`config.mk`:
```
export PLATFORM = sky130hd
export DESIGN_NAME = mac_dot_engine
export DESIGN_NICKNAME = d
export VERILOG_FILES = /design/src/rtl/mac_pkg.sv /design/src/rtl/mac_mul_stage.sv /design/src/rtl/mac_dot_engine.sv
export SDC_FILE = /design/constraint.sdc
export NUM_CORES = 1
export LEC_CHECK = 0
export CAP_MARGIN = 20
export CORE_ASPECT_RATIO = 1.4
export CORE_UTILIZATION = 55
export CTS_CLUSTER_SIZE = 8
export DETAILED_ROUTE_END_ITERATION = 10
export PLACE_DENSITY = 0.87
export SYNTH_ARGS = -nofsm -noshare
export SYNTH_HDL_FRONTEND = slang
export SYNTH_SLANG_ARGS = --single-unit
export TNS_END_PERCENT = 50
```
`constraint.sdc`:
```
create_clock -name clk -period 2.2 [get_ports clk]
set_input_delay 0.22 -clock clk [delete_from_list [all_inputs] [get_ports clk]]
set_output_delay 0.22 -clock clk [all_outputs]
set_load 0.005 [all_outputs]
```
`src/rtl/mac_pkg.sv`:
```
// Shared types and helpers for the dot-product MAC engine: FSM encoding,
// compile-time log2 and the accumulator saturation limits.
package mac_pkg;

  typedef enum logic [1:0] {
    IDLE  = 2'd0,
    ACCUM = 2'd1,
    DRAIN = 2'd2,
    DONE  = 2'd3
  } state_t;

  function automatic int clog2(input int value);
    int r;
    int v;
    r = 0;
    v = value - 1;
    while (v > 0) begin
      r++;
      v = v >> 1;
    end
    return r;
  endfunction

  // Limits are returned as bit patterns; callers truncate to the accumulator width.
  function automatic logic [63:0] sat_max(input int w, input bit sgn);
    if (sgn) return (64'd1 << (w - 1)) - 64'd1;
    if (w >= 64) return '1;
    return (64'd1 << w) - 64'd1;
  endfunction

  function automatic logic [63:0] sat_min(input int w, input bit sgn);
    if (sgn) return 64'd1 << (w - 1);
    return 64'd0;
  endfunction

endpackage

```
`src/rtl/mac_mul_stage.sv`:
```
// Registered IN_W x IN_W multiplier with a valid bit; flush drops any
// in-flight product so an aborted run never reaches the accumulator.
module mac_mul_stage
  import mac_pkg::*;
#(
  parameter int IN_W   = 8,
  parameter bit SIGNED = 1'b0
) (
  input  logic              clk,
  input  logic              rst,
  input  logic              flush,
  input  logic              en,
  input  logic [IN_W-1:0]   a,
  input  logic [IN_W-1:0]   b,
  output logic [2*IN_W-1:0] prod,
  output logic              prod_v
);

  logic [2*IN_W-1:0] mul;

  // Operands are widened to the product width first, so the low half of the
  // product is exact for both two's-complement and unsigned inputs.
  generate
    if (SIGNED) begin : g_signed
      assign mul = (2*IN_W)'($signed(a)) * (2*IN_W)'($signed(b));
    end else begin : g_unsigned
      assign mul = (2*IN_W)'(a) * (2*IN_W)'(b);
    end
  endgenerate

  // NOTE: sequential state uses non-blocking assignments so every register
  // samples pre-edge values regardless of block ordering.
  always_ff @(posedge clk or posedge rst) begin
    if (rst) begin
      prod   <= '0;
      prod_v <= 1'b0;
    end else if (flush) begin
      prod_v <= 1'b0;
    end else begin
      prod_v <= en;
      if (en) prod <= mul;
    end
  end

endmodule

```
`src/rtl/mac_dot_engine.sv`:
```
// Dot-product engine: VEC_LEN operand pairs in via valid/ready, one result
// strobe out, with signed/unsigned mode and saturating or wrapping accumulation.
module mac_dot_engine
  import mac_pkg::*;
#(
  parameter int IN_W    = 8,
  parameter int VEC_LEN = 64,
  parameter int ACC_W   = 2*IN_W + clog2(VEC_LEN),
  parameter bit SIGNED  = 1'b0,
  parameter bit SAT     = 1'b1
) (
  input  logic             clk,
  input  logic             rst,
  input  logic             start,
  input  logic             in_valid,
  output logic             in_ready,
  input  logic [IN_W-1:0]  a,
  input  logic [IN_W-1:0]  b,
  output logic [ACC_W-1:0] acc_out,
  output logic             out_valid,
  output logic             busy,
  output logic             overflow
);

  localparam int               CNT_W   = clog2(VEC_LEN);
  localparam logic [CNT_W-1:0] LAST    = CNT_W'(VEC_LEN - 1);
  localparam logic [ACC_W-1:0] ACC_MAX = ACC_W'(sat_max(ACC_W, SIGNED));
  localparam logic [ACC_W-1:0] ACC_MIN = ACC_W'(sat_min(ACC_W, SIGNED));

  state_t              state;
  logic [CNT_W-1:0]    cnt;
  logic [ACC_W-1:0]    acc;
  logic [ACC_W-1:0]    acc_next;
  logic                ovf_next;
  logic                accept;
  logic [2*IN_W-1:0]   prod;
  logic                prod_v;
  logic [ACC_W:0]      acc_x;
  logic [ACC_W:0]      prod_x;
  logic [ACC_W:0]      sum;
  logic                sum_ovf;

  // start wins over a same-cycle operand: that operand belongs to no run.
  assign accept = in_valid & in_ready & ~start;

  mac_mul_stage #(
    .IN_W   (IN_W),
    .SIGNED (SIGNED)
  ) u_mul (
    .clk    (clk),
    .rst    (rst),
    .flush  (start),
    .en     (accept),
    .a      (a),
    .b      (b),
    .prod   (prod),
    .prod_v (prod_v)
  );

  // NOTE: every always_comb output gets a default first so no path infers a latch.
  always_comb begin
    acc_next = acc;
    ovf_next = overflow;
    acc_x    = {SIGNED & acc[ACC_W-1], acc};
    prod_x   = {{(ACC_W + 1 - 2*IN_W){SIGNED & prod[2*IN_W-1]}}, prod};
    sum      = acc_x + prod_x;
    sum_ovf  = SIGNED ? (sum[ACC_W] != sum[ACC_W-1]) : sum[ACC_W];
    if (prod_v) begin
      acc_next = sum[ACC_W-1:0];
      if (sum_ovf) begin
        ovf_next = 1'b1;
        // The extra sum bit carries the true sign, which picks the clamp side.
        if (SAT) acc_next = (SIGNED && sum[ACC_W]) ? ACC_MIN : ACC_MAX;
      end
    end
  end

  always_ff @(posedge clk or posedge rst) begin
    if (rst) begin
      state     <= IDLE;
      cnt       <= '0;
      acc       <= '0;
      overflow  <= 1'b0;
      acc_out   <= '0;
      out_valid <= 1'b0;
      in_ready  <= 1'b0;
      busy      <= 1'b0;
    end else begin
      out_valid <= 1'b0;
      if (start) begin
        // New run from any state; an unfinished run is abandoned.
        state    <= ACCUM;
        cnt      <= '0;
        acc      <= '0;
        overflow <= 1'b0;
        in_ready <= 1'b1;
        busy     <= 1'b1;
      end else begin
        case (state)
          IDLE: ;
          ACCUM: begin
            acc      <= acc_next;
            overflow <= ovf_next;
            if (accept) begin
              cnt <= cnt + 1'b1;
              if (cnt == LAST) begin
                state    <= DRAIN;
                in_ready <= 1'b0;
              end
            end
          end
          DRAIN: begin
            acc       <= acc_next;
            overflow  <= ovf_next;
            acc_out   <= acc_next;
            out_valid <= 1'b1;
            busy      <= 1'b0;
            state     <= DONE;
          end
          DONE:    state <= IDLE;
          default: state <= IDLE;
        endcase
      end
    end
  end

endmodule
```
### After elaboration in Yosys (flattened, before gate mapping)

Cells that the tools add are included.

* bits in registers: 73
* output and inout bits: 26
* word-level logic and storage cells: 61

* add/subtract/negate cells: 2
* multiply operators: 1
* equal/unequal tests: 6
* muxes and demuxes: 24
* bitwise gates (word level): 3
* reduce and logical (&&, ||, !) cells: 15

Operators by type and width (number)
* 22-bit 2-to-1 mux: 4
* 22-bit by 16-bit adder with 23-bit output: 1
* 6-bit 2-to-1 mux: 3
* 8-bit by 8-bit multiplier with 16-bit output: 1
* 2-bit nonzero test: 7
* 1-bit 2-to-1 mux: 13
* 3-bit AND reduction: 3
* 6-bit by 1-bit adder with 6-bit output, second input constant: 1
* 6-bit == test, second input constant: 1
* 2-bit 2-to-1 mux: 3
* 2-bit case mux with 3 select lines: 1
* 2-bit AND reduction: 3
* 2-bit == test, second input constant: 2
* 4-bit nonzero test: 1
* 3-bit by 2-bit inequality test with 1-bit output, second input constant: 1
* 3-bit inequality test, second input constant: 1
* 1-bit AND: 2
* 2-bit by 1-bit == test with 1-bit output, second input constant: 1
* 2-bit OR reduction: 1
* 1-bit NOT: 1

### Longest topological paths before layout

* depth in word-level cells: 5
* gate-level depth with buffers: 17
* mapped depth without buffers: 17

### Modules after synthesis

A second synthesis with hierarchy kept.

* cell total of the unflattened synthesis: 714
* area, all modules: 6456.2 µm²

Modules (own cells, without submodules)
* mac_dot_engine: times used 1, cells each 418, area an instance 3777.4 µm², seq. area each 1401.3 µm²
* mac_mul_stage: times used 1, cells each 296, area an instance 2678.8 µm², seq. area each 425.4 µm²

### Worst setup path before layout

No wires, ideal clock.

* kind: input-to-reg
* from: input a[1]
* to: register u_mul.prod[15]
* arrival: 3.999 ns
* setup slack: -1.923 ns
* stages: 15
* buffers on the path: 0
* cell sequence: and2_1 fa_1 fa_1 fa_1 inv_1 fa_1 inv_1 ha_1 or2_2 a21oi_1 a21oi_1 a221oi_1 nor2b_1 a2bb2oi_1 o31a_1

* word-level cells in the longest chain between the ends: 1

Ends and longest elaborated chain
* from (decl): RTL line mac_dot_engine.sv:17 `input logic [IN_W-1:0] a,`
* 8-bit by 8-bit multiplier with 16-bit output: RTL line mac_mul_stage.sv:27 `assign mul = (2*IN_W)'(a) * (2*IN_W)'(b);`
* to (signal assigned): RTL line mac_mul_stage.sv:41 `if (en) prod <= mul;`
* to (decl): RTL line mac_mul_stage.sv:15 `output logic [2*IN_W-1:0] prod,`

No other way between the ends.
A chain may end at the register's enable or synchronous reset.

### Worst setup path in the final report

* from: input b[4]
* to: register u_mul.prod[13]

* word-level cells in the longest chain between the ends: 1

Ends and longest elaborated chain
* from (decl): RTL line mac_dot_engine.sv:18 `input logic [IN_W-1:0] b,`
* 8-bit by 8-bit multiplier with 16-bit output: RTL line mac_mul_stage.sv:27

No other way between the ends.

==> impl_metrics.yaml <==
synthesis:
  ys_types: 61
  synth_edf_count: 0
  syn_nets: 812
  synthFlopType: "dfrtp_1"
  avgSynthCellArea_um2: 9.02
  synthArstFlopShare_pct: 100
  syn_area_mm2: 0.00630
  yosys_warnings: 0
  yosys_register_bits: 73
  yosysSeqAreaShare_pct: 29.0
  netlist_instances: 699
floorplanning:
  fp.dieH_um: 129
  start_util_pct: 57.4
  ios: 46
  die_w_um: 92.5
  die_area_mm2: 0.0119
  rows: 45
  core_area_mm2: 0.0110
outcome:
  violations: "setup timing"
  status: "complete, but fails checks"
routing:
  first_pass_iters: 6
  wl_per_cell_um: 19.9
  finalWirelength_um: 19900
  ant_nets: 0
  drt_iter0_drc: 494
  drc: 0
  vias: 6039
  avgViaCountPerCell: 6.05
setup_path:
  worstPathCellList: "buf_8, and2_4, fa_1, fa_1, fa_1, inv_1, fa_1, inv_2, ha_4, or2_4, a21oi_2, a21oi_2, a221oi_2, buf_4, xor2_1, o21ai_1"
  reg2reg_depth: 11
  worstSetupPathType: "input pin to flip-flop"
  cp.arrival_ns: 3.94
  critPathLaunchType: "input pin"
  crit_start: "b[4]"
  cp_max_fo: 5
  r2r_start: "u_mul.prod[0]$_DFFE_PP0P_"
  cpMostUsedCell: "fa_1"
  rrSetupSlack_ns: -0.39
  required_ns: 2.44
  worstSetupEndpoint: "u_mul.prod[13]$_DFFE_PP0P_"
  crit_path_max_incr_delay_ns: 0.56
  r2r_end: "acc[1]$_DFFE_PP0P_"
  cp_slowest_cell: "fa_1"
  endpoint_kind: "flip-flop"
clock_tree:
  cts_tree: "done"
  htree_num_levels: 3
  clockBufferDepth: 2
  clkSinkCount: 73
  clockRootBuffer: "clkbuf_16"
  clock_latency_ns: 0.35
  cts.clk_slew.worst_paths_ns: 0.06
  cts_buffers: 9
place:
  place_hpwl_um: 12500
  pre_cts_ws_ns: -2.34
  post_dp_cell_area_mm2: 0.00784
  place_congestion: 0.853
  io_buffer_count: 45
finish:
  final_util_pct: 81.1
  layout_common_cells: "buf_4, dfrtp_1, inv_1"
  insertedDiodeCount: 0
  nNetsFinal: 965
  drive_above_1_share_pct: 35.0
  final_cell_area_mm2: 0.00890
  final_common_cell: "buf_4"
  syn2layout_area_growth_pct: 41.2
sta:
  relSlewSlack_pct: 60.7
  finalHoldViolations: 0
  fmax_mhz: 270
  slew_viol_final: 0
  setup_viol: 57
  fin_ws_ns: -1.50
  tightest_slew_ns: 0.588
  min_period_ns: 3.70
  fin_skew_ns: 0.00688
  finalCritPeriodShare_pct: 168
  setup_tns_ns: -26.03
  rsz0062_at_grt: "true"
pwr:
  ir_worst_vdd_uv: 632
  switching_share_pct: 42.1
  internal_power_mw: 5.62
  pwr-share-clk_pct: 15.8
  p_seq_share_pct: 20.6
  p_leak_nw: 4.08
  p_switching_mw: 4.08
  p_comb_share_pct: 63.6
  finalPower_mw: 9.71
  power.density_mw_per_mm2: 1090
grt:
  grt_max_degree: 74
  antenna_found_initial: 0
  grt_pass1_wl_um: 29500
  grt_use_total_pct: 31.9
  grt_pass1_vias: 6253
  grt_overflow: 0
run:
  max_cap_viol_count: 0
worst_hold_path:
  hold_path_class: "input pin to asynchronous set/reset pin"
[stage by stage]
stage          hold WS, ns  std cells
3_5_place_dp         0.468        960
6_report             0.270        998
4_1_cts              0.293        988
2_1_floorplan        0.353        699
5_1_grt              0.339        998
3_3_place_gp         0.459        960
[worst min-delay path by stage]
stage / cells past startpoint / end / start / slack (ns)
floorplan: 2 / u_mul.prod[0]$_DFFE_PP0P_ / a[0] / 0.35
global route: 3 / acc[3]$_DFFE_PP0P_ / rst / 0.34
detailed placement: 2 / acc_out[20]$_DFFE_PP0P_ / acc_out[20]$_DFFE_PP0P_ / 0.47
CTS: 3 / acc[2]$_DFFE_PP0P_ / rst / 0.29
finish: 3 / cnt[0]$_DFFE_PP0P_ / rst / 0.27
global placement: 2 / u_mul.prod[9]$_DFFE_PP0P_ / u_mul.prod[9]$_DFFE_PP0P_ / 0.46
[cell families after synthesis]
kind of cell / count (synthesis) / share of synthesized area, %
AO/OA/AOI/OAI: 165 / 18.2
XOR/XNOR: 29 / 4.03
adder cells (fa/ha/maj): 93 / 22.9
buffers and inverters: 95 / 5.82
flip-flops: 73 / 29.0
multiplexers: 7 / 1.13
AND/OR/NAND/NOR: 237 / 19.0
[power groups by stage]
stage / clock network [mW] / logic, mW / registers [mW]
finish: 1.53 / 6.18 / 2.00
detailed placement: 0 / 4.82 / 1.96
floorplan: 0 / 3.04 / 1.90
CTS: 1.51 / 5.37 / 1.96
global route: 1.57 / 6.62 / 2.02
global placement: 0 / 4.57 / 1.93
[final cells by class]
type,instances,area (um2)
multi-input cells,531,4820
fillers,590,2080
flip-flops and latches,73,1830
repair buffers,165,1500
inverters,72,270
clock buffers,12,256
well taps,141,176
clock inverters,4,51.3
[registers in the layout, summed over array words and instances (netlist names)]
name          cells
cnt               6
acc_out          22
in_ready          1
u_mul.prod       16
out_valid         1
acc              22
overflow          1
u_mul.prod_v      1
state             2
busy              1
[critical path, delay by kind of cell]
family	cells	cell delay [ns]
simple gates	2	0.39
compound gates	4	0.58
buf+inv	4	0.39
xor+xnor	1	0.15
fa+ha+maj	5	2.21
[Yosys cell counts, drive strengths merged, types with 5 or more instances]
cell    instances  area share (%)
a211oi         19             3.2
a21o           12             1.4
a21oi          40             3.2
a31oi           8             1.0
and2           55             5.5
and3            5            0.50
clkbuf         20             1.2
dfrtp          73              29
fa             37              12
ha             56              11
inv            71             4.2
mux2i           6            0.95
nand2          61             3.6
nand2b          8            0.79
nor2           62             3.7
nor2b           5            0.50
nor3           11             1.1
nor3b          10             1.2
o21a            6            0.73
o21ai          52             4.1
xnor2          16             2.2
xor2           13             1.8
[timing repair]
item / 4_1_cts / 5_1_grt
buffers inserted: 11 / 12
hold buffers: 0 / 0
cloned: 2 / 0
pin swaps: 90 / 64
setup endpoints to repair: 57 / 59
gates resized for setup: 171 / 64
[routing by layer]
layer | global-route usage (%) | vias up | wire, um
met4 | 20.0 | 0 | 1190
met5 | 0 | - | 0
met1 | 31.1 | 2954 | 6710
met2 | 62.4 | 295 | 10900
li1 | - | 2683 | -
met3 | 3.78 | 107 | 1020
Note: power is estimated with default switching activity, not from simulation.
